[src/rtl/serial_link_pkg.sv]
// serial_link_pkg
// Shared constants and types for the serial link transmit path.
//   LANE_W / WORD_W / BEATS_PER_WORD : lane nibble width, payload word width,
//                                      data beats per word.
//   HDR_MARK                         : marker bits in the upper half of the header nibble.
//   tx_state_e                       : transmit FSM state encoding.
//   hdr_t                            : header nibble layout {mark, id}.
// Macro SERIAL_LINK_PARITY_EN adds the PAR state (even-parity trailer beat).
package serial_link_pkg;

    localparam int LANE_W         = 4;
    localparam int WORD_W         = 32;
    localparam int BEATS_PER_WORD = 8;
    localparam logic [1:0] HDR_MARK = 2'b10;

    typedef enum logic [1:0] {
        ST_IDLE = 2'd0,
        ST_HDR  = 2'd1,
        ST_DATA = 2'd2
`ifdef SERIAL_LINK_PARITY_EN
        ,
        ST_PAR  = 2'd3
`endif
    } tx_state_e;

    typedef struct packed {
        logic [1:0] mark;
        logic [1:0] id;
    } hdr_t;

endpackage

[src/rtl/serial_link_rr_arb.sv]
// serial_link_rr_arb
// Combinational round-robin grant. The search starts at last_grant+1 (mod
// NUM_REQ) and takes the first requester that is asserting.
//   req        : request vector, one bit per requester
//   last_grant : ID of the most recent winner (pointer lives in the parent)
//   gnt        : one-hot grant, all-zero when nobody requests
//   gnt_id     : binary ID of the winner (0 when nobody requests)
//   gnt_any    : at least one requester is asserting
module serial_link_rr_arb #(
    parameter int NUM_REQ = 2
) (
    input  logic [NUM_REQ-1:0] req,
    input  logic [1:0]         last_grant,
    output logic [NUM_REQ-1:0] gnt,
    output logic [1:0]         gnt_id,
    output logic               gnt_any
);

    always_comb begin
        logic found;
        gnt    = '0;
        gnt_id = 2'd0;
        found  = 1'b0;
        // Offset i = 1 is the requester right after the last winner; the
        // last winner itself is checked last (offset NUM_REQ).
        for (int i = 1; i <= NUM_REQ; i++) begin
            for (int j = 0; j < NUM_REQ; j++) begin
                if (!found && (j == ((int'(last_grant) + i) % NUM_REQ)) && req[j]) begin
                    found  = 1'b1;
                    gnt[j] = 1'b1;
                    gnt_id = 2'(j);
                end
            end
        end
    end

    assign gnt_any = |req;

endmodule

[src/rtl/serial_link_tx_arbiter.sv]
// serial_link_tx_arbiter
// Transmit scheduler for the 4-bit serial lane. Up to four requesters share
// the lane round-robin; each accepted 32-bit word goes out as one header
// nibble {2'b10, id} followed by eight data nibbles, LSB nibble first.
// With SERIAL_LINK_PARITY_EN defined a trailing even-parity beat is appended.
//
// Handshake: a word transfers in the cycle where req_valid_i[g] and
// req_ready_o[g] are both high. req_ready_o is at most one-hot and only rises
// at an accept point (IDLE, or the final beat of a frame) while the
// synchronized remote-full flag is low. Requesters may drop valid at any
// time; only accepted words are sent.
//
// Ports:
//   clk_i         : clock (clk_gen domain)
//   rst_i         : synchronous active-high reset; aborts any frame
//   req_valid_i   : per-requester word valid
//   req_data_i    : per-requester 32-bit word
//   req_ready_o   : one-hot accept (combinational)
//   remote_full_i : remote FIFO full, asynchronous; 2-flop synchronized
//   lane_data_o   : registered lane nibble
//   lane_valid_o  : registered nibble strobe
//   busy_o        : frame on the lane (equals lane_valid_o)
//   grant_id_o    : ID of the frame on the lane, held until the next grant
//   dbg_state_o   : current FSM state (tx_state_e encoding)
module serial_link_tx_arbiter
    import serial_link_pkg::*;
#(
    parameter int NUM_REQ = 2
) (
    input  logic                           clk_i,
    input  logic                           rst_i,
    input  logic [NUM_REQ-1:0]             req_valid_i,
    input  logic [NUM_REQ-1:0][WORD_W-1:0] req_data_i,
    output logic [NUM_REQ-1:0]             req_ready_o,
    input  logic                           remote_full_i,
    output logic [LANE_W-1:0]              lane_data_o,
    output logic                           lane_valid_o,
    output logic                           busy_o,
    output logic [1:0]                     grant_id_o,
    output logic [1:0]                     dbg_state_o
);

    localparam logic [2:0] LAST_BEAT = 3'(BEATS_PER_WORD - 1);

    tx_state_e          state;
    logic [2:0]         beat_cnt;
    logic [2:0]         beat_nxt;
    logic [WORD_W-1:0]  word_q;
    logic [1:0]         grant_id_q;
    logic [1:0]         last_grant;
    logic [LANE_W-1:0]  lane_data_q;
    logic               lane_valid_q;
    logic               full_meta;
    logic               full_sync;

    logic [NUM_REQ-1:0] gnt;
    logic [1:0]         gnt_id;
    logic               gnt_any;
    logic [WORD_W-1:0]  gnt_data;
    logic               final_beat;
    logic               accept;
    hdr_t               hdr_next;

    serial_link_rr_arb #(
        .NUM_REQ (NUM_REQ)
    ) u_rr_arb (
        .req        (req_valid_i),
        .last_grant (last_grant),
        .gnt        (gnt),
        .gnt_id     (gnt_id),
        .gnt_any    (gnt_any)
    );

    // Word of the winning requester; the grant is one-hot so an OR-mux suffices.
    always_comb begin
        gnt_data = '0;
        for (int i = 0; i < NUM_REQ; i++) begin
            if (gnt[i]) begin
                gnt_data = gnt_data | req_data_i[i];
            end
        end
    end

`ifdef SERIAL_LINK_PARITY_EN
    assign final_beat = (state == ST_PAR);
`else
    assign final_beat = (state == ST_DATA) && (beat_cnt == LAST_BEAT);
`endif

    // Full is only consulted here; a frame already on the lane always finishes
    // because the remote FIFO keeps one frame of headroom.
    assign accept = !rst_i && ((state == ST_IDLE) || final_beat) && !full_sync && gnt_any;

    assign req_ready_o = accept ? gnt : '0;

    assign hdr_next.mark = HDR_MARK;
    assign hdr_next.id   = gnt_id;
    assign beat_nxt      = beat_cnt + 3'd1;

    // state always names what the lane registers are currently showing.
    always_ff @(posedge clk_i) begin
        if (rst_i) begin
            full_meta    <= 1'b0;
            full_sync    <= 1'b0;
            state        <= ST_IDLE;
            beat_cnt     <= 3'd0;
            word_q       <= '0;
            grant_id_q   <= 2'd0;
            last_grant   <= 2'(NUM_REQ - 1);
            lane_data_q  <= '0;
            lane_valid_q <= 1'b0;
        end else begin
            full_meta <= remote_full_i;
            full_sync <= full_meta;
            if (accept) begin
                state        <= ST_HDR;
                word_q       <= gnt_data;
                grant_id_q   <= gnt_id;
                last_grant   <= gnt_id;
                beat_cnt     <= 3'd0;
                lane_data_q  <= hdr_next;
                lane_valid_q <= 1'b1;
            end else begin
                unique case (state)
                    ST_IDLE: begin
                        lane_data_q  <= '0;
                        lane_valid_q <= 1'b0;
                    end
                    ST_HDR: begin
                        state        <= ST_DATA;
                        beat_cnt     <= 3'd0;
                        lane_data_q  <= word_q[LANE_W-1:0];
                        lane_valid_q <= 1'b1;
                    end
                    ST_DATA: begin
                        if (beat_cnt == LAST_BEAT) begin
`ifdef SERIAL_LINK_PARITY_EN
                            state        <= ST_PAR;
                            lane_data_q  <= {3'b000, ^word_q};
                            lane_valid_q <= 1'b1;
`else
                            state        <= ST_IDLE;
                            lane_data_q  <= '0;
                            lane_valid_q <= 1'b0;
`endif
                        end else begin
                            beat_cnt     <= beat_nxt;
                            lane_data_q  <= word_q[{beat_nxt, 2'b00} +: LANE_W];
                            lane_valid_q <= 1'b1;
                        end
                    end
`ifdef SERIAL_LINK_PARITY_EN
                    ST_PAR: begin
                        state        <= ST_IDLE;
                        lane_data_q  <= '0;
                        lane_valid_q <= 1'b0;
                    end
`endif
                    default: begin
                        state        <= ST_IDLE;
                        lane_data_q  <= '0;
                        lane_valid_q <= 1'b0;
                    end
                endcase
            end
        end
    end

    assign lane_data_o  = lane_data_q;
    assign lane_valid_o = lane_valid_q;
    assign busy_o       = lane_valid_q;
    assign grant_id_o   = grant_id_q;
    assign dbg_state_o  = state;

endmodule

[config.mk]
export PLATFORM = sky130hd
export DESIGN_NAME = serial_link_tx_arbiter
export DESIGN_NICKNAME = d
export VERILOG_FILES = /design/src/rtl/serial_link_pkg.sv /design/src/rtl/serial_link_rr_arb.sv /design/src/rtl/serial_link_tx_arbiter.sv
export SDC_FILE = /design/constraint.sdc
export NUM_CORES = 1
export LEC_CHECK = 0
export BUFFER_PORTS_ARGS = -buffer_cell sky130_fd_sc_hd__clkbuf_2
export CAP_MARGIN = 20
export CELL_PAD_IN_SITES_DETAIL_PLACEMENT = 1
export CELL_PAD_IN_SITES_GLOBAL_PLACEMENT = 1
export CORE_MARGIN = 2
export CORE_UTILIZATION = 30
export CTS_CLUSTER_DIAMETER = 60
export DETAILED_ROUTE_END_ITERATION = 12
export GPL_ROUTABILITY_DRIVEN = 0
export PLACE_DENSITY_LB_ADDON = 0.1
export SLEW_MARGIN = 0
export SYNTH_ARGS = -nofsm -noshare
export SYNTH_HDL_FRONTEND = slang
export SYNTH_SLANG_ARGS = --single-unit
[constraint.sdc]
create_clock -name clk_i -period 2.07 [get_ports clk_i]
set_input_delay 0.3105 -clock clk_i [delete_from_list [all_inputs] [get_ports clk_i]]
set_output_delay 0.3105 -clock clk_i [all_outputs]
set_load 0.01 [all_outputs]
==> flow_summary.json <==
{
  "clk_pin_slew_worst_paths_ns": 0.08,
  "initial_core_util": 0.307,
  "drive_gt1_frac": 0.424,
  "synth_cell_types": 34,
  "synth_most_common_cell": "dfxtp_1",
  "slew_violations": 0,
  "clk_latency_ns": 0.30,
  "synth_nets": 279,
  "total_power_mw": 1.96,
  "instances_no_fill": 389,
  "cts-buffers-inserted": 5,
  "cts_buffer_depth": 2,
  "htreeDepth": 2,
  "slowest_delay_ns": 0.36,
  "cp_max_fo": 3,
  "diodes": 0,
  "wl_mm": 6.25,
  "cp.arrival_ns": 1.69,
  "fmax_ghz": 0.500,
  "grt_overflow_total": 0,
  "wl_per_cell_um": 16.1,
  "dp_hpwl_mm": 4.80,
  "cpLargestDelayFamily": "simple AND/OR/NAND/NOR gates",
  "grt_pass1_vias": 2006,
  "cts.sinks": 46,
  "via_count": 1942,
  "grt_max_degree": 24,
  "worstSetupPathType": "reg2out",
  "synth_area_leaders": "dfxtp_1 42%, a221o_1 10%, mux4_1 9.5%, and2_1 6.2%, a32oi_1 4.0%",
  "status": "complete, no violations",
  "core.rowCount": 31,
  "ys_seq_area_frac": 0.417,
  "finalHoldViolCount": 0,
  "critPathLaunchType": "flip-flop",
  "dpl.cell_count": 379,
  "grt_pass1_wl_mm": 9.96,
  "grt_usage": 0.155,
  "finalCriticalPeriod_ns": 2.00,
  "first_iter_violations": 93,
  "die-area_um2": 8060,
  "cts_tree": "yes",
  "maxCapViolations": 0,
  "cts-root-buf": "clkbuf_8",
  "stdcell_area_um2": 2910,
  "power_density_nw_per_um2": 673,
  "synthArstFlopShare": 0,
  "final_antenna_net_count": 0,
  "core_um2": 7180,
  "top_level_ports": 81,
  "synth_ff_type": "dfxtp_1",
  "final_nets": 364,
  "power_leakage_nw": 1.28,
  "dr.pass1.iters": 4,
  "num-fill-cells": 841,
  "portBuffers": 79,
  "synth_edf_count": 0,
  "fp.dieH_um": 89.8,
  "fp.dieW_um": 89.8,
  "min_path_type": "in2reg",
  "syn2layout_area_growth_pct": 31.8,
  "skew_ns": 0.00282,
  "yosys.area.top_type": "dfxtp_1",
  "syn-mean-instance-area_um2": 10.8,
  "cp_slowest_cell": "dfxtp_2",
  "irDropWorstVdd_v": 0.000193,
  "drc": 0,
  "fin_util": 0.405,
  "path_cells": "ha_4, ha_4, a21oi_4, or2_4, nor3_4, buf_6, buf_6",
  "required_ns": 1.76,
  "netlist_area_um2": 2210,
  "placed_area_um2": 2730,
  "vias_per_cell": 4.99,
  "endpoint_kind": "output pin",
  "syn_inst": 205,
  "synth_seq_cells": 46,
  "period_share": 0.966,
  "synth_top_area_frac": 0.417,
  "synth-warning-count": 0,
  "setup_viol": 0,
  "yosys-top-cells-count": "46 x dfxtp_1, 22 x a221o_1, 22 x and2_1",
  "antenna_found_initial": 0,
  "cp.buffers_inverters": 2
}
-- area by class of cell --
class	count	area, um^2	area share
Multi-Input combinational cell	137	1220	0.421
Sequential cell	46	926	0.318
Timing Repair Buffer	98	548	0.188
Tap cell	99	124	0.0426
Clock buffer	5	68.8	0.0237
Clock inverter	2	10.0	0.00344
Inverter	2	7.51	0.00258
-- power breakdown --
group	internal, mW	switching [mW]	total (mW)
clock network	0.227	0.294	0.521
registers	0.968	0.0524	1.02
logic	0.215	0.201	0.416
-- cell families (layout without fill, tap and decap cells) --
kind of cell | Yosys count | after routing | synth area share
compound gates | 61 | 61 | 0.231
simple gates | 57 | 57 | 0.146
flops | 46 | 46 | 0.417
buf+inv | 22 | 107 | 0.0550
mux | 13 | 13 | 0.120
fa+ha+maj | 5 | 5 | 0.0284
other cells | 1 | 1 | 0.00170
-- per-stage QoR --
step                setup TNS, ns  worst slack, ns  hold WS, ns
floorplan                       0           0.0923        0.414
global placement                0           0.0757        0.421
detailed placement              0           0.0157        0.428
CTS                             0          0.00652        0.207
global route             -0.00521         -0.00521        0.217
finish                          0           0.0707        0.215
-- cells in the final DEF (no fill, tap or decap), drive strengths merged --
cell,count
ha,5
nor2,18
a21o,1
a31oi,1
nand3b,1
a21oi,4
o21ai,4
nand2b,2
inv,2
clkbuf,83
a221o,22
o22ai,1
nor4b,1
mux2i,2
nor2b,4
buf,20
a211oi,10
clkinv,2
nand2,7
nor3,1
a21boi,1
or2,1
mux2,3
dfxtp,46
o21bai,2
a32oi,10
conb,1
and2,22
mux4,8
a22oi,5
-- flip-flops by register name, summed over array words and instances (netlist names) --
register     flops
word_q          32
lane_data_o      4
beat_cnt         3
dbg_state_o      2
busy_o           1
full_meta        1
full_sync        1
grant_id_o       1
last_grant       1
-- what timing repair did --
item	CTS	global route
cloned	0	0
hold buffers	0	0
gates resized for setup	7	12
pin swaps	2	2
buffers inserted	3	0
endpoints found under the setup margin	2	5
-- routing by layer --
layer / GRT usage / vias up / wire, um
met3: 0.0319 / 7 / 278
met1: 0.197 / 938 / 2750
met2: 0.267 / 45 / 3160
met5: 0 / - / 0
met4: 0.0423 / 0 / 52
li1: - / 952 / -
-- worst register-to-register path: cells and delay by family, from the launching register on --
| family | cells | cell delay [ns] |
|---|---|---|
| mux | 2 | 0.83 |
| compound gates | 1 | 0.16 |
| flops | 1 | 0.34 |
| fa+ha+maj | 2 | 0.45 |
| simple gates | 1 | 0.05 |
-- final timing paths --
kind / startpoint / to / slack, ns / cells past startpoint
hold reg to reg: full_meta / full_sync / 0.44 / 1
setup reg to reg: beat_cnt[0] / lane_data_o[1] / 0.13 / 6
hold / removal: remote_full_i / full_meta / 0.22 / 2
setup / recovery: beat_cnt[0] / req_ready_o[0] / 0.07 / 7
(Power assumes the default switching activity.)
